`config.mk`:
```
export PLATFORM = sky130hd
export DESIGN_NAME = mult_operand_gate
export DESIGN_NICKNAME = d
export VERILOG_FILES = /design/src/rtl/mult_operand_gate.sv
export SDC_FILE = /design/constraint.sdc
export NUM_CORES = 1
export LEC_CHECK = 0
export CORE_MARGIN = 2
export CORE_UTILIZATION = 35
export CTS_BUF_LIST = sky130_fd_sc_hd__clkbuf_16
export CTS_CLUSTER_DIAMETER = 100
export DETAILED_ROUTE_END_ITERATION = 8
export DONT_BUFFER_PORTS = 1
export PLACE_DENSITY_LB_ADDON = 0.2
export SYNTH_ARGS = -nofsm -noshare
export SYNTH_HDL_FRONTEND = slang
export SYNTH_SLANG_ARGS = --single-unit
```
`constraint.sdc`:
```
create_clock -name clk -period 2.82 [get_ports clk]
set_clock_uncertainty 0.05 [all_clocks]
set_input_delay 0.423 -clock clk [delete_from_list [all_inputs] [get_ports clk]]
set_output_delay 0.423 -clock clk [all_outputs]
set_load 0.05 [all_outputs]
```
`src/rtl/mult_operand_gate.sv`:
```
// mult_operand_gate: issue stage that loads exact_mult_8bit operands only for real multiplies and shortcuts zero/repeat requests
module mult_operand_gate #(
  parameter bit ZERO_SKIP = 1'b1,
  parameter bit REPEAT_SKIP = 1'b1,
  parameter int CNT_W = 16
) (
  input  logic             clk,
  input  logic             rst,
  input  logic             in_valid,
  output logic             in_ready,
  input  logic [7:0]       in_a,
  input  logic [7:0]       in_b,
  output logic [7:0]       mul_a,
  output logic [7:0]       mul_b,
  input  logic [15:0]      mul_y,
  output logic             gate_en,
  output logic             out_valid,
  input  logic             out_ready,
  output logic [15:0]      out_y,
  output logic             out_skip,
  output logic [CNT_W-1:0] cnt_mul,
  output logic [CNT_W-1:0] cnt_skip
);
  typedef enum logic [1:0] {IDLE, EXEC, HOLD} state_t;
  state_t state_q, state_d;
  logic [7:0] mul_a_q, mul_a_d, mul_b_q, mul_b_d;
  logic [15:0] out_y_q, out_y_d, last_y_q, last_y_d;
  logic out_skip_q, out_skip_d, have_last_q, have_last_d;
  logic [CNT_W-1:0] cnt_mul_q, cnt_mul_d, cnt_skip_q, cnt_skip_d;
  logic accept, zskip, rskip;
  assign in_ready = state_q == IDLE || (state_q == HOLD && out_ready);
  assign accept = in_valid && in_ready;
  assign zskip = ZERO_SKIP && (in_a == 8'd0 || in_b == 8'd0);
  assign rskip = REPEAT_SKIP && have_last_q && in_a == mul_a_q && in_b == mul_b_q;
  assign gate_en = accept && !zskip && !rskip;
  always_comb begin
    state_d = state_q;
    mul_a_d = mul_a_q;
    mul_b_d = mul_b_q;
    out_y_d = out_y_q;
    last_y_d = last_y_q;
    out_skip_d = out_skip_q;
    have_last_d = have_last_q;
    cnt_mul_d = cnt_mul_q;
    cnt_skip_d = cnt_skip_q;
    if (state_q == EXEC) begin
      out_y_d = mul_y;
      last_y_d = mul_y;
      out_skip_d = 1'b0;
      state_d = HOLD;
    end
    if (state_q == HOLD && out_ready && !in_valid) state_d = IDLE;
    if (gate_en) begin
      mul_a_d = in_a;
      mul_b_d = in_b;
      have_last_d = 1'b1;
      cnt_mul_d = &cnt_mul_q ? cnt_mul_q : cnt_mul_q + CNT_W'(1);
      state_d = EXEC;
    end else if (accept) begin
      out_y_d = zskip ? 16'd0 : last_y_q;
      out_skip_d = 1'b1;
      cnt_skip_d = &cnt_skip_q ? cnt_skip_q : cnt_skip_q + CNT_W'(1);
      state_d = HOLD;
    end
  end
  always_ff @(posedge clk) begin
    if (rst) begin
      state_q <= IDLE;
      mul_a_q <= '0;
      mul_b_q <= '0;
      out_y_q <= '0;
      last_y_q <= '0;
      out_skip_q <= 1'b0;
      have_last_q <= 1'b0;
      cnt_mul_q <= '0;
      cnt_skip_q <= '0;
    end else begin
      state_q <= state_d;
      mul_a_q <= mul_a_d;
      mul_b_q <= mul_b_d;
      out_y_q <= out_y_d;
      last_y_q <= last_y_d;
      out_skip_q <= out_skip_d;
      have_last_q <= have_last_d;
      cnt_mul_q <= cnt_mul_d;
      cnt_skip_q <= cnt_skip_d;
    end
  end
  assign out_valid = state_q == HOLD;
  assign mul_a = mul_a_q;
  assign mul_b = mul_b_q;
  assign out_y = out_y_q;
  assign out_skip = out_skip_q;
  assign cnt_mul = cnt_mul_q;
  assign cnt_skip = cnt_skip_q;
endmodule

```
==> flow_metrics.env <==
export IMPL_p_per_area_mw_per_mm2=607.3
export IMPL_ys_warn_count=0
export IMPL_layout_common_cells="dfxtp_1 (84), nand2_1 (53), buf_4 (49), nor2_1 (46), a21oi_1 (28)"
export IMPL_clockRootBuffer="clkbuf_16"
export IMPL_num_antenna_cells=0
export IMPL_fin_util_pct=43.05
export IMPL_syn_num_nets=500
export IMPL_syn_avg_cell_area_sq_um=8.498
export IMPL_period_minus_slack_ps=2710
export IMPL_portBuffers=0
export IMPL_crit_type="flop to primary output"
export IMPL_start_kind="flop"
export IMPL_clk_latency_ps=350
export IMPL_outcome="finished clean"
export IMPL_start_util_pct=36.06
export IMPL_p_leak_nw=1.822
export IMPL_postCtsSetupRepairBufs=0
export IMPL_crit_path_cell_trace="xor2_1 > nor4_1 > nand2_1 > o41ai_4 > bufinv_8 > buf_6"
export IMPL_path_clk_slew_ps=60
export IMPL_fp_dieW_microns=109.9
export IMPL_peakVddDrop_v=0.0003477
export IMPL_synthFlopType="dfxtp_1"
export IMPL_grtUsageTotal_pct=16.49
export IMPL_first_iter_violations=169
export IMPL_setup_violations=0
export IMPL_cts_sinks=84
export IMPL_via_per_inst=5.288
export IMPL_register_area_sq_mm=0.001682
export IMPL_wirelength_microns=9853
export IMPL_critPathMaxFanout=29
export IMPL_netlist_instances=462
export IMPL_grt_pass1_wl_microns=15310
export IMPL_holdBufCountCts=0
export IMPL_hp_class="input port to flop"
export IMPL_max_freq_mhz=369.0
export IMPL_cp_buffers_inverters=2
export IMPL_drive_gt1_share_pct=18.24
export IMPL_whs_endpoint="cnt_skip[13]"
export IMPL_final_common_cell="dfxtp_1"
export IMPL_cp_top_family="buffers and inverters"
export IMPL_rr_worst_depth=7
export IMPL_ys_ff_latch=84
export IMPL_reg2reg_setup_slack_ps=310
export IMPL_synth_async_reset_ratio_pct=0
export IMPL_cts_buffers=9
export IMPL_grt_max_degree=95
export IMPL_place_hpwl_microns=6887
export IMPL_area_delta_synth_final_pct=19.38
export IMPL_grt_antenna_before_repair=0
export IMPL_worstMarginPinSlew_ps=1140
export IMPL_cts_tree="yes"
export IMPL_post_place_ws_ps=107.1
export IMPL_post_drt_wl_per_cell_microns=15.42
export IMPL_crit_path_end_kind="primary output"
export IMPL_cap_violations=0
export IMPL_synth_edf_count=0
export IMPL_fillCellCount=1082
export IMPL_fin_setup_tns_ps=0
export IMPL_crit_path_max_incr_delay_ps=380
export IMPL_yosysUniqueCellTypes=47
export IMPL_reg2reg_to="cnt_skip[14]"
export IMPL_via_count=3379
export IMPL_first_global_vias=3184
export IMPL_slowest_stage="o41ai_4"
export IMPL_synth_area_sq_mm=0.003926
export IMPL_drcViolationCount=0
export IMPL_design_portCount=104
export IMPL_htree_levels=3
export IMPL_fin_ws_ps=110.2
export IMPL_slew_headroom_pct=23.75
export IMPL_fin_cells=639
export IMPL_die_height_microns=109.9
export IMPL_hold_violations=0
export IMPL_required_ps=2350
export IMPL_dr_pass1_iters=4
export IMPL_arrival_ps=2240
export IMPL_multi_input_area_sq_mm=0.002106
export IMPL_final_max_slew_viol_count=0
export IMPL_gp_congestion=0.7185
export IMPL_rows=38
export IMPL_r2r_start="mul_b[7]"
export IMPL_holdPathStages=1
export IMPL_rsz0062_at_grt="no"
export IMPL_final_antenna_net_count=0
export IMPL_core_area_sq_mm=0.01089
export IMPL_min_from="rst"
export IMPL_min_period_over_period_pct=96.09
export IMPL_dp_cells=623
export IMPL_finalNetCount=532
export IMPL_seq_area_frac_synth_pct=42.83
export IMPL_die_area_sq_mm=0.01208
export IMPL_clockBufferDepth=2
export IMPL_grt_overflow=0
per-stage QoR:
step	total power, W	hold slack (ps)	instance area (sq um)
floorplan	0.001594	375.8	3926
detailed placement	0.001668	390.6	4357
global route	0.002958	76.13	4687
global placement	0.001660	382.5	4357
finish	0.002846	103.5	4687
CTS	0.002883	78.72	4676
flip-flops by register name, indices dropped and copies added, names as in the netlist:
name / cells
last_y_q: 16
cnt_mul: 16
mul_b: 8
mul_a: 8
cnt_skip: 16
out_y: 16
state_q: 2
out_skip: 1
have_last_q: 1
cell families after synthesis:
family | count (synthesis) | share of synthesized area, %
AOI/OAI and AO/OA | 82 | 13.10
muxes | 34 | 9.210
adders and majority gates | 2 | 0.6372
xor gates and xnor gates | 16 | 3.569
DFF | 84 | 42.83
buffers and inverters | 37 | 3.983
and+or+nand+nor | 207 | 26.67
Yosys cell counts (2+ instances only):
master | count | area share [%]
nor3b_1 | 2 | 0.38
dfxtp_1 | 84 | 43
xnor2_1 | 8 | 1.8
nor2b_1 | 19 | 3.0
o21ai_0 | 22 | 2.8
buf_1 | 2 | 0.19
nand2_1 | 53 | 5.1
nand4_1 | 14 | 2.2
a311oi_1 | 2 | 0.45
a21boi_0 | 16 | 3.1
mux2i_1 | 17 | 4.3
ha_1 | 2 | 0.64
and4_1 | 4 | 0.89
buf_2 | 5 | 0.64
a21oi_1 | 28 | 3.6
nor3_1 | 6 | 0.76
inv_1 | 7 | 0.67
o31ai_1 | 3 | 0.57
and3_1 | 8 | 1.3
xor2_1 | 8 | 1.8
nand3b_1 | 2 | 0.38
or4_1 | 2 | 0.38
mux2_2 | 17 | 4.9
nor2_1 | 46 | 4.4
or3_1 | 4 | 0.64
nand2b_1 | 6 | 0.96
nor4_1 | 11 | 1.8
a31o_2 | 3 | 0.67
clkbuf_1 | 20 | 1.9
nand3_1 | 24 | 3.1
how the worst max path moves through the flow:
| stage | from | to | slack [ps] | depth (start not counted) |
|---|---|---|---|---|
| 6_report | mul_b[7] | gate_en | 110 | 6 |
| 3_5_place_dp | in_b[4] | cnt_skip[15] | 110 | 7 |
| 2_1_floorplan | mul_b[7] | cnt_skip[15] | 280 | 8 |
| 3_3_place_gp | in_b[4] | cnt_skip[14] | 140 | 7 |
| 5_1_grt | mul_b[5] | gate_en | 10 | 6 |
| 4_1_cts | mul_b[5] | gate_en | 60 | 6 |
what timing repair did:
item                       CTS  global route
setup endpoints to repair    1             1
pin swaps                    0             0
resized for setup            3             2
power by group:
part           internal (W)  leakage [nW]  total (W)  switching (W)
Sequential          0.00123         0.683    0.00130      0.0000655
Clock              0.000692         0.148    0.00120       0.000511
Combinational      0.000116         0.991   0.000344       0.000228
routing by layer:
layer / track usage, % / part of all wire (%) / vias to the layer above
li1: - / - / 1692
met1: 20.07 / 45 / 1585
met2: 25.64 / 45 / 89
met3: 6.698 / 8.4 / 13
met4: 6.962 / 1.6 / 0
met5: 0 / 0 / -
worst register-to-register path, stage by stage, from the launching register on:
cell	delay [ps]
dfxtp_1	320
xor2_1	160
nor4_1	330
nand2_1	170
o41ai_4	380
bufinv_8	300
nor4_1	330
mux2_2	370
final cells by class:
type	count	share of cell area [%]
multi-input cells	341	44.93
well taps	140	3.737
flip-flops and latches	84	35.88
clock inverters	7	1.628
repair buffers	50	8.089
clock buffers	9	4.805
inverters	8	0.9343
Power figures use the tool's default switching activity.
